<file path="src/rtl/uart_tx_serializer_pkg.sv">
// Shared definitions for the UART transmit path: FSM states, parity modes,
// line idle level and the frame-length helper.
package uart_pkg;

    typedef enum logic [2:0] {
        ST_IDLE   = 3'd0,
        ST_START  = 3'd1,
        ST_DATA   = 3'd2,
        ST_PARITY = 3'd3,
        ST_STOP   = 3'd4
    } uart_state_e;

    localparam int PAR_NONE = 0;
    localparam int PAR_EVEN = 1;
    localparam int PAR_ODD  = 2;

    localparam logic UART_IDLE_LVL = 1'b1;

    // Bit periods per frame: start + data + optional parity + stop bits.
    function automatic int frame_len(input int data_w, input int parity_mode,
                                     input int stop_bits);
        return 1 + data_w + ((parity_mode != PAR_NONE) ? 1 : 0) + stop_bits;
    endfunction

endpackage

</file>
<file path="src/rtl/uart_parity_gen.sv">
// Combinational parity for one data word; order-independent, so it is fed
// the raw word and its result is loaded behind the data in the shift register.
module uart_parity_gen
    import uart_pkg::*;
#(
    parameter int DATA_W      = 8,
    parameter int PARITY_MODE = PAR_EVEN
) (
    input  logic [DATA_W-1:0] data,
    output logic              parity
);

    if (PARITY_MODE < PAR_NONE || PARITY_MODE > PAR_ODD) begin : g_bad_mode
        $error("uart_parity_gen: PARITY_MODE must be 0, 1 or 2");
    end

    assign parity = (PARITY_MODE == PAR_ODD)  ? ~(^data) :
                    (PARITY_MODE == PAR_EVEN) ?  (^data) : 1'b0;

endmodule

</file>
<file path="src/rtl/uart_tx_serializer.sv">
// UART transmit serializer: one word per handshake, one frame bit per baud_clk
// cycle on serial_tx, with back-to-back frames and no idle gap between them.
module uart_tx_serializer
    import uart_pkg::*;
#(
    parameter int DATA_W      = 8,
    parameter int PARITY_MODE = PAR_NONE,
    parameter int STOP_BITS   = 1,
    parameter int LSB_FIRST   = 1
) (
    input  logic              baud_clk,
    input  logic              rst,
    input  logic [DATA_W-1:0] tx_data,
    input  logic              tx_valid,
    output logic              tx_ready,
    output logic              serial_tx,
    output logic              busy,
    output logic              frame_done,
    output uart_state_e       dbg_state
);

    if (DATA_W < 5 || DATA_W > 9) begin : g_bad_data_w
        $error("uart_tx_serializer: DATA_W must be in 5..9");
    end
    if (PARITY_MODE < PAR_NONE || PARITY_MODE > PAR_ODD) begin : g_bad_parity
        $error("uart_tx_serializer: PARITY_MODE must be 0, 1 or 2");
    end
    if (STOP_BITS < 1 || STOP_BITS > 2) begin : g_bad_stop
        $error("uart_tx_serializer: STOP_BITS must be 1 or 2");
    end

    localparam int                CNT_W     = $clog2(DATA_W);
    localparam int                SR_W      = DATA_W + 1;
    localparam logic [CNT_W-1:0]  LAST_DATA = CNT_W'(DATA_W - 1);
    localparam logic [CNT_W-1:0]  LAST_STOP = CNT_W'(STOP_BITS - 1);
    localparam bit                HAS_PAR   = (PARITY_MODE != PAR_NONE);

    uart_state_e       state_q, state_d;
    logic [CNT_W-1:0]  cnt_q, cnt_d;
    logic [SR_W-1:0]   sr_q, sr_d;
    logic              serial_tx_q, serial_tx_d;
    logic              busy_q, busy_d;
    logic              frame_done_q, frame_done_d;

    logic [DATA_W-1:0] data_ord;
    logic              par_bit;
    logic              last_stop;
    logic              accept;

    uart_parity_gen #(
        .DATA_W      (DATA_W),
        .PARITY_MODE (PARITY_MODE)
    ) u_parity_gen (
        .data   (tx_data),
        .parity (par_bit)
    );

    // Shift register always shifts out bit 0, so the word is reordered at load.
    always_comb begin
        data_ord = '0;
        for (int i = 0; i < DATA_W; i++) begin
            data_ord[i] = (LSB_FIRST != 0) ? tx_data[i] : tx_data[DATA_W-1-i];
        end
    end

    // Handshake: a word transfers on a rising baud_clk edge where tx_valid and
    // tx_ready are both 1; the producer holds tx_valid/tx_data until then.
    assign last_stop = (state_q == ST_STOP) && (cnt_q == LAST_STOP);
    assign tx_ready  = rst & ((state_q == ST_IDLE) | last_stop);
    assign accept    = tx_valid & tx_ready;

    always_comb begin
        state_d     = state_q;
        cnt_d       = cnt_q;
        sr_d        = sr_q;
        serial_tx_d = serial_tx_q;
        unique case (state_q)
            ST_IDLE: begin
                serial_tx_d = UART_IDLE_LVL;
                if (accept) begin
                    state_d     = ST_START;
                    cnt_d       = '0;
                    sr_d        = {par_bit, data_ord};
                    serial_tx_d = 1'b0;
                end
            end
            ST_START: begin
                state_d     = ST_DATA;
                cnt_d       = '0;
                serial_tx_d = sr_q[0];
                sr_d        = {1'b0, sr_q[SR_W-1:1]};
            end
            ST_DATA: begin
                serial_tx_d = sr_q[0];
                sr_d        = {1'b0, sr_q[SR_W-1:1]};
                if (cnt_q == LAST_DATA) begin
                    cnt_d = '0;
                    if (HAS_PAR) begin
                        state_d = ST_PARITY;
                    end else begin
                        state_d     = ST_STOP;
                        serial_tx_d = UART_IDLE_LVL;
                    end
                end else begin
                    cnt_d = cnt_q + CNT_W'(1);
                end
            end
            ST_PARITY: begin
                state_d     = ST_STOP;
                cnt_d       = '0;
                serial_tx_d = UART_IDLE_LVL;
            end
            ST_STOP: begin
                serial_tx_d = UART_IDLE_LVL;
                if (cnt_q == LAST_STOP) begin
                    cnt_d = '0;
                    if (accept) begin
                        state_d     = ST_START;
                        sr_d        = {par_bit, data_ord};
                        serial_tx_d = 1'b0;
                    end else begin
                        state_d = ST_IDLE;
                    end
                end else begin
                    cnt_d = cnt_q + CNT_W'(1);
                end
            end
            default: begin
                state_d     = ST_IDLE;
                cnt_d       = '0;
                serial_tx_d = UART_IDLE_LVL;
            end
        endcase
        busy_d       = (state_d != ST_IDLE);
        frame_done_d = (state_d == ST_STOP) && (cnt_d == LAST_STOP);
    end

    always_ff @(posedge baud_clk or negedge rst) begin
        if (!rst) begin
            state_q      <= ST_IDLE;
            cnt_q        <= '0;
            sr_q         <= '0;
            serial_tx_q  <= UART_IDLE_LVL;
            busy_q       <= 1'b0;
            frame_done_q <= 1'b0;
        end else begin
            state_q      <= state_d;
            cnt_q        <= cnt_d;
            sr_q         <= sr_d;
            serial_tx_q  <= serial_tx_d;
            busy_q       <= busy_d;
            frame_done_q <= frame_done_d;
        end
    end

    assign serial_tx  = serial_tx_q;
    assign busy       = busy_q;
    assign frame_done = frame_done_q;
    assign dbg_state  = state_q;

endmodule

</file>
<file path="config.mk">
export PLATFORM = sky130hd
export DESIGN_NAME = uart_tx_serializer
export DESIGN_NICKNAME = d
export VERILOG_FILES = /design/src/rtl/uart_tx_serializer_pkg.sv /design/src/rtl/uart_parity_gen.sv /design/src/rtl/uart_tx_serializer.sv
export SDC_FILE = /design/constraint.sdc
export NUM_CORES = 1
export LEC_CHECK = 0
export BUFFER_PORTS_ARGS = -buffer_cell sky130_fd_sc_hd__buf_2
export CORE_MARGIN = 2
export CORE_UTILIZATION = 55
export CTS_BUF_LIST = sky130_fd_sc_hd__clkbuf_8 sky130_fd_sc_hd__clkbuf_16
export CTS_CLUSTER_SIZE = 10
export DETAILED_ROUTE_END_ITERATION = 10
export GPL_TIMING_DRIVEN = 0
export PLACE_DENSITY = 0.8
export SETUP_SLACK_MARGIN = 0.4
export SYNTH_ARGS = -nofsm -noshare
export SYNTH_HDL_FRONTEND = slang
export SYNTH_SLANG_ARGS = --single-unit
</file>
<file path="constraint.sdc">
create_clock -name baud_clk -period 5.6 [get_ports baud_clk]
set_clock_uncertainty 0.1 [all_clocks]
set_input_delay 1.12 -clock baud_clk [delete_from_list [all_inputs] [get_ports baud_clk]]
set_output_delay 1.12 -clock baud_clk [all_outputs]
set_load 0.05 [all_outputs]
</file>
==> impl_results.md <==
* Status: complete, no violations
* Synth warn at 0
* Routed via count at 718
* Busiest grt layer: met2
* RR Endpoint: sr_q[4]
* CP Class: in2out
* GRT Overall Usage at 20.3%
* Vias in the first global route at 683
* Minimum clock period at 3.18 ns
* Place WS at 2.38 ns
* Crit-path most repeated cell: buf_2
* Drt total wl at around 1.7 mm
* CP Capture Type: output port
* Hold/Removal Path Class: reg2reg
* RSZ-0062 raised after global routing: no
* Worst Hold Depth at 2
* Commonest cells after routing, fill and taps aside: buf_2 (19), dfrtp_1 (16), nor2_1 (14)
* Initial antenna violation count at 0
* Horiz. Die Dim at 45.3 um
* Max FO, Critical Path at 21
* First-pass GRT wire length at 2.94 mm
* Pwr dens at approximately 560 nW/um2
* Worst Tran Pin Value at 0.791 ns
* Share of layout cells above drive strength 1 at 32.7%
* GRT overflow at 0
* CTS root buffer: clkbuf_8
* Sequential share of the synthesized area at 45.4%
* Met1 Resource Use GR at 23.4%
* Core area at approximately 1600 um2
* Yosys cell types at 31
* Final Core Density at 70.0%
* CP required at 4.38 ns
* Leakage at 0.513 nW
* Post-DR vias/cell at 5.70
* Die area at just over 2000 um2
* Slowest stage cell, crit path: buf_2
* Post-Route Setup TNS at 0 ns
* Crit start category: input pin
* Clock Sinks at 17
* Switching share of power at 44.3%
* Syn_area_per_cell at between 10 and 15 um2
* Final net count at 125
* Comb pwr share at 50.8%
* Peak VDD IR at around 0.32 mV
* ANT cells at 0
* Clock latency on the worst-skew pair at 0.25 ns
* Clk buf depth at 2
* Critical path's top delay family: buffers and inverters
* Max-slew violations at 0
* Cts hold-fix bufs at 0
* Post-route ant nets at 0
* Worst reg2reg path startpoint: cnt_q[0]
* Ordered list of cells on the worst path: buf_2 > and3_1 > buf_2
* Initial core utilization at between 60% and 70%
* Leading cell type in the layout, fill and taps excluded: buf_2
* GR Util met2 at 36.3%
* Detailed Routing Iterations Pass 1 at 4
* IO buf count at 17
* Clock Power Share at 14.9%
* CTS tree: built
* Arr. time, crit path at 1.96 ns
* Fmax achieved at 314 MHz
* # IOs at 18
* Post-CTS setup buffers at 0
* Power, Total at 0.611 mW
* Largest net degree at the start of global routing at 22
* DRC viols at 0
* CTS resizes at 0
* Fin crit share at 56.8%
* GRT met3 Usage at 3.60%
* NetSw at ~0.27 mW
* Pint at 0.340 mW
* R2R cell count at 7
* Hold Path Sink: serial_tx
* Final setup viols at 0
* Setup slack, reg-to-reg at around 3.6 ns
* Register bit total from synthesis at 17
* Iteration-0 DRC Markers at 19
* HPWL Detailed at between 1 and 1.5 mm
* Worst setup margin at 2.42 ns
* Mapped Cells at 89
* CTS Buf Count at 3
* Clk slew on worst S/H paths at 0.07 ns
* Sequential power share at 34.4%
* Max incr delay on CP at 0.36 ns
* Syn Std Cell Area at 940 um2
* GPL Wtd Cong at 0.884
* CP bufs+invs at 2
* Area grow syn2layout at 16.1%
* Worst rel slew slack at 47.2%
* Post-Syn Nets at 103
* Max-cap violations at 0
* Worst hold path startpoint: sr_q[0]
* DR WL/cell at around 14 um
* Count of final hold-check violations at 0
* CTS H-Tree Depth at 1
* Die Ht at roughly 45 um
* Row count at 14
==> flip-flops by register name, summed over array words and instances, names as in the netlist <==
register and flops:
sr_q 8, cnt_q 3, dbg_state 3, busy 1, frame_done 1, serial_tx 1
==> cell type report <==
cell class              count  area [um2]
multi-input cells          61         458
flip-flops and latches     17         427
clock inverters             1        5.00
clock buffers               3        41.3
fillers                   133         468
plain buffers               4        28.8
well taps                  16        20.0
inverters                   7        26.3
repair buffers             17        85.1
==> layer usage <==
metal,vias to the layer above,share of wire (%)
li1,353,-
met5,-,0
met1,342,44
met3,2,3.7
met4,0,0.52
met2,21,51
==> synthesized netlist by cell type <==
| cell | n | area share, % |
|---|---|---|
| a2111oi_1 | 1 | 1.1 |
| a2111oi_4 | 1 | 2.9 |
| a21oi_1 | 3 | 1.6 |
| a21oi_2 | 6 | 5.6 |
| a221oi_1 | 1 | 0.93 |
| a22o_2 | 1 | 1.1 |
| a32o_1 | 1 | 1.1 |
| and2b_1 | 1 | 0.80 |
| and3_1 | 1 | 0.67 |
| buf_2 | 2 | 1.1 |
| buf_4 | 1 | 0.80 |
| buf_6 | 1 | 1.2 |
| dfrtp_1 | 16 | 43 |
| dfstp_2 | 1 | 2.8 |
| ha_1 | 3 | 4.0 |
| inv_1 | 7 | 2.8 |
| mux2i_1 | 8 | 8.5 |
| nand2_1 | 3 | 1.2 |
| nand2b_1 | 1 | 0.67 |
| nand2b_4 | 1 | 1.5 |
| nand3_1 | 1 | 0.53 |
| nor2_1 | 14 | 5.6 |
| nor2b_1 | 2 | 1.3 |
| nor3_1 | 2 | 1.1 |
| nor3b_1 | 3 | 2.4 |
| o21ai_0 | 1 | 0.53 |
| o21bai_1 | 1 | 0.80 |
| o21bai_2 | 1 | 1.2 |
| o221ai_1 | 1 | 0.93 |
| o22ai_1 | 1 | 0.67 |
| o32a_1 | 2 | 2.1 |
==> worst register-to-register path, stage by stage (launching register included) <==
cell and delay [ns]:
dfrtp_1 0.45, inv_1 0.11, ha_1 0.19, nand2b_4 0.07
a2111oi_4 0.40, buf_6 0.21, mux2i_1 0.26, a21oi_2 0.08
==> stage by stage <==
stage / hold slack (ns) / instances / instance area, um2
finish: 0.412 / 126 / 1090
detailed placement: 0.398 / 122 / 1040
CTS: 0.416 / 126 / 1090
floorplan: 0.370 / 89 / 940
global placement: 0.383 / 122 / 1040
global route: 0.437 / 126 / 1090
==> cells by family after synthesis <==
group	count (synthesis)	synth area share (%)
compound gates	21	20.5
fa+ha+maj	3	4.00
buf+inv	11	5.86
flops	17	45.4
mux	8	8.52
simple gates	29	15.7
==> power by group through the flow <==
| stage | Clock [mW] | Sequential (mW) | Combinational, mW |
|---|---|---|---|
| after floorplan | 0 | 0.255 | 0.205 |
| after global placement | 0 | 0.210 | 0.301 |
| after detailed placement | 0 | 0.212 | 0.309 |
| after CTS | 0.0942 | 0.210 | 0.311 |
| after global routing | 0.0974 | 0.216 | 0.343 |
| final | 0.0908 | 0.210 | 0.310 |
==> worst max-delay path by stage <==
| stage | from | to | slack, ns | depth (start not counted) |
|---|---|---|---|---|
| finish | rst | tx_ready | 2.42 | 3 |
| global route | rst | tx_ready | 2.29 | 3 |
| CTS | rst | tx_ready | 2.39 | 3 |
| detailed placement | rst | tx_ready | 2.38 | 3 |
| global placement | rst | tx_ready | 2.40 | 3 |
| floorplan | rst | tx_ready | 2.82 | 1 |
Power figures use the tool's default switching activity.
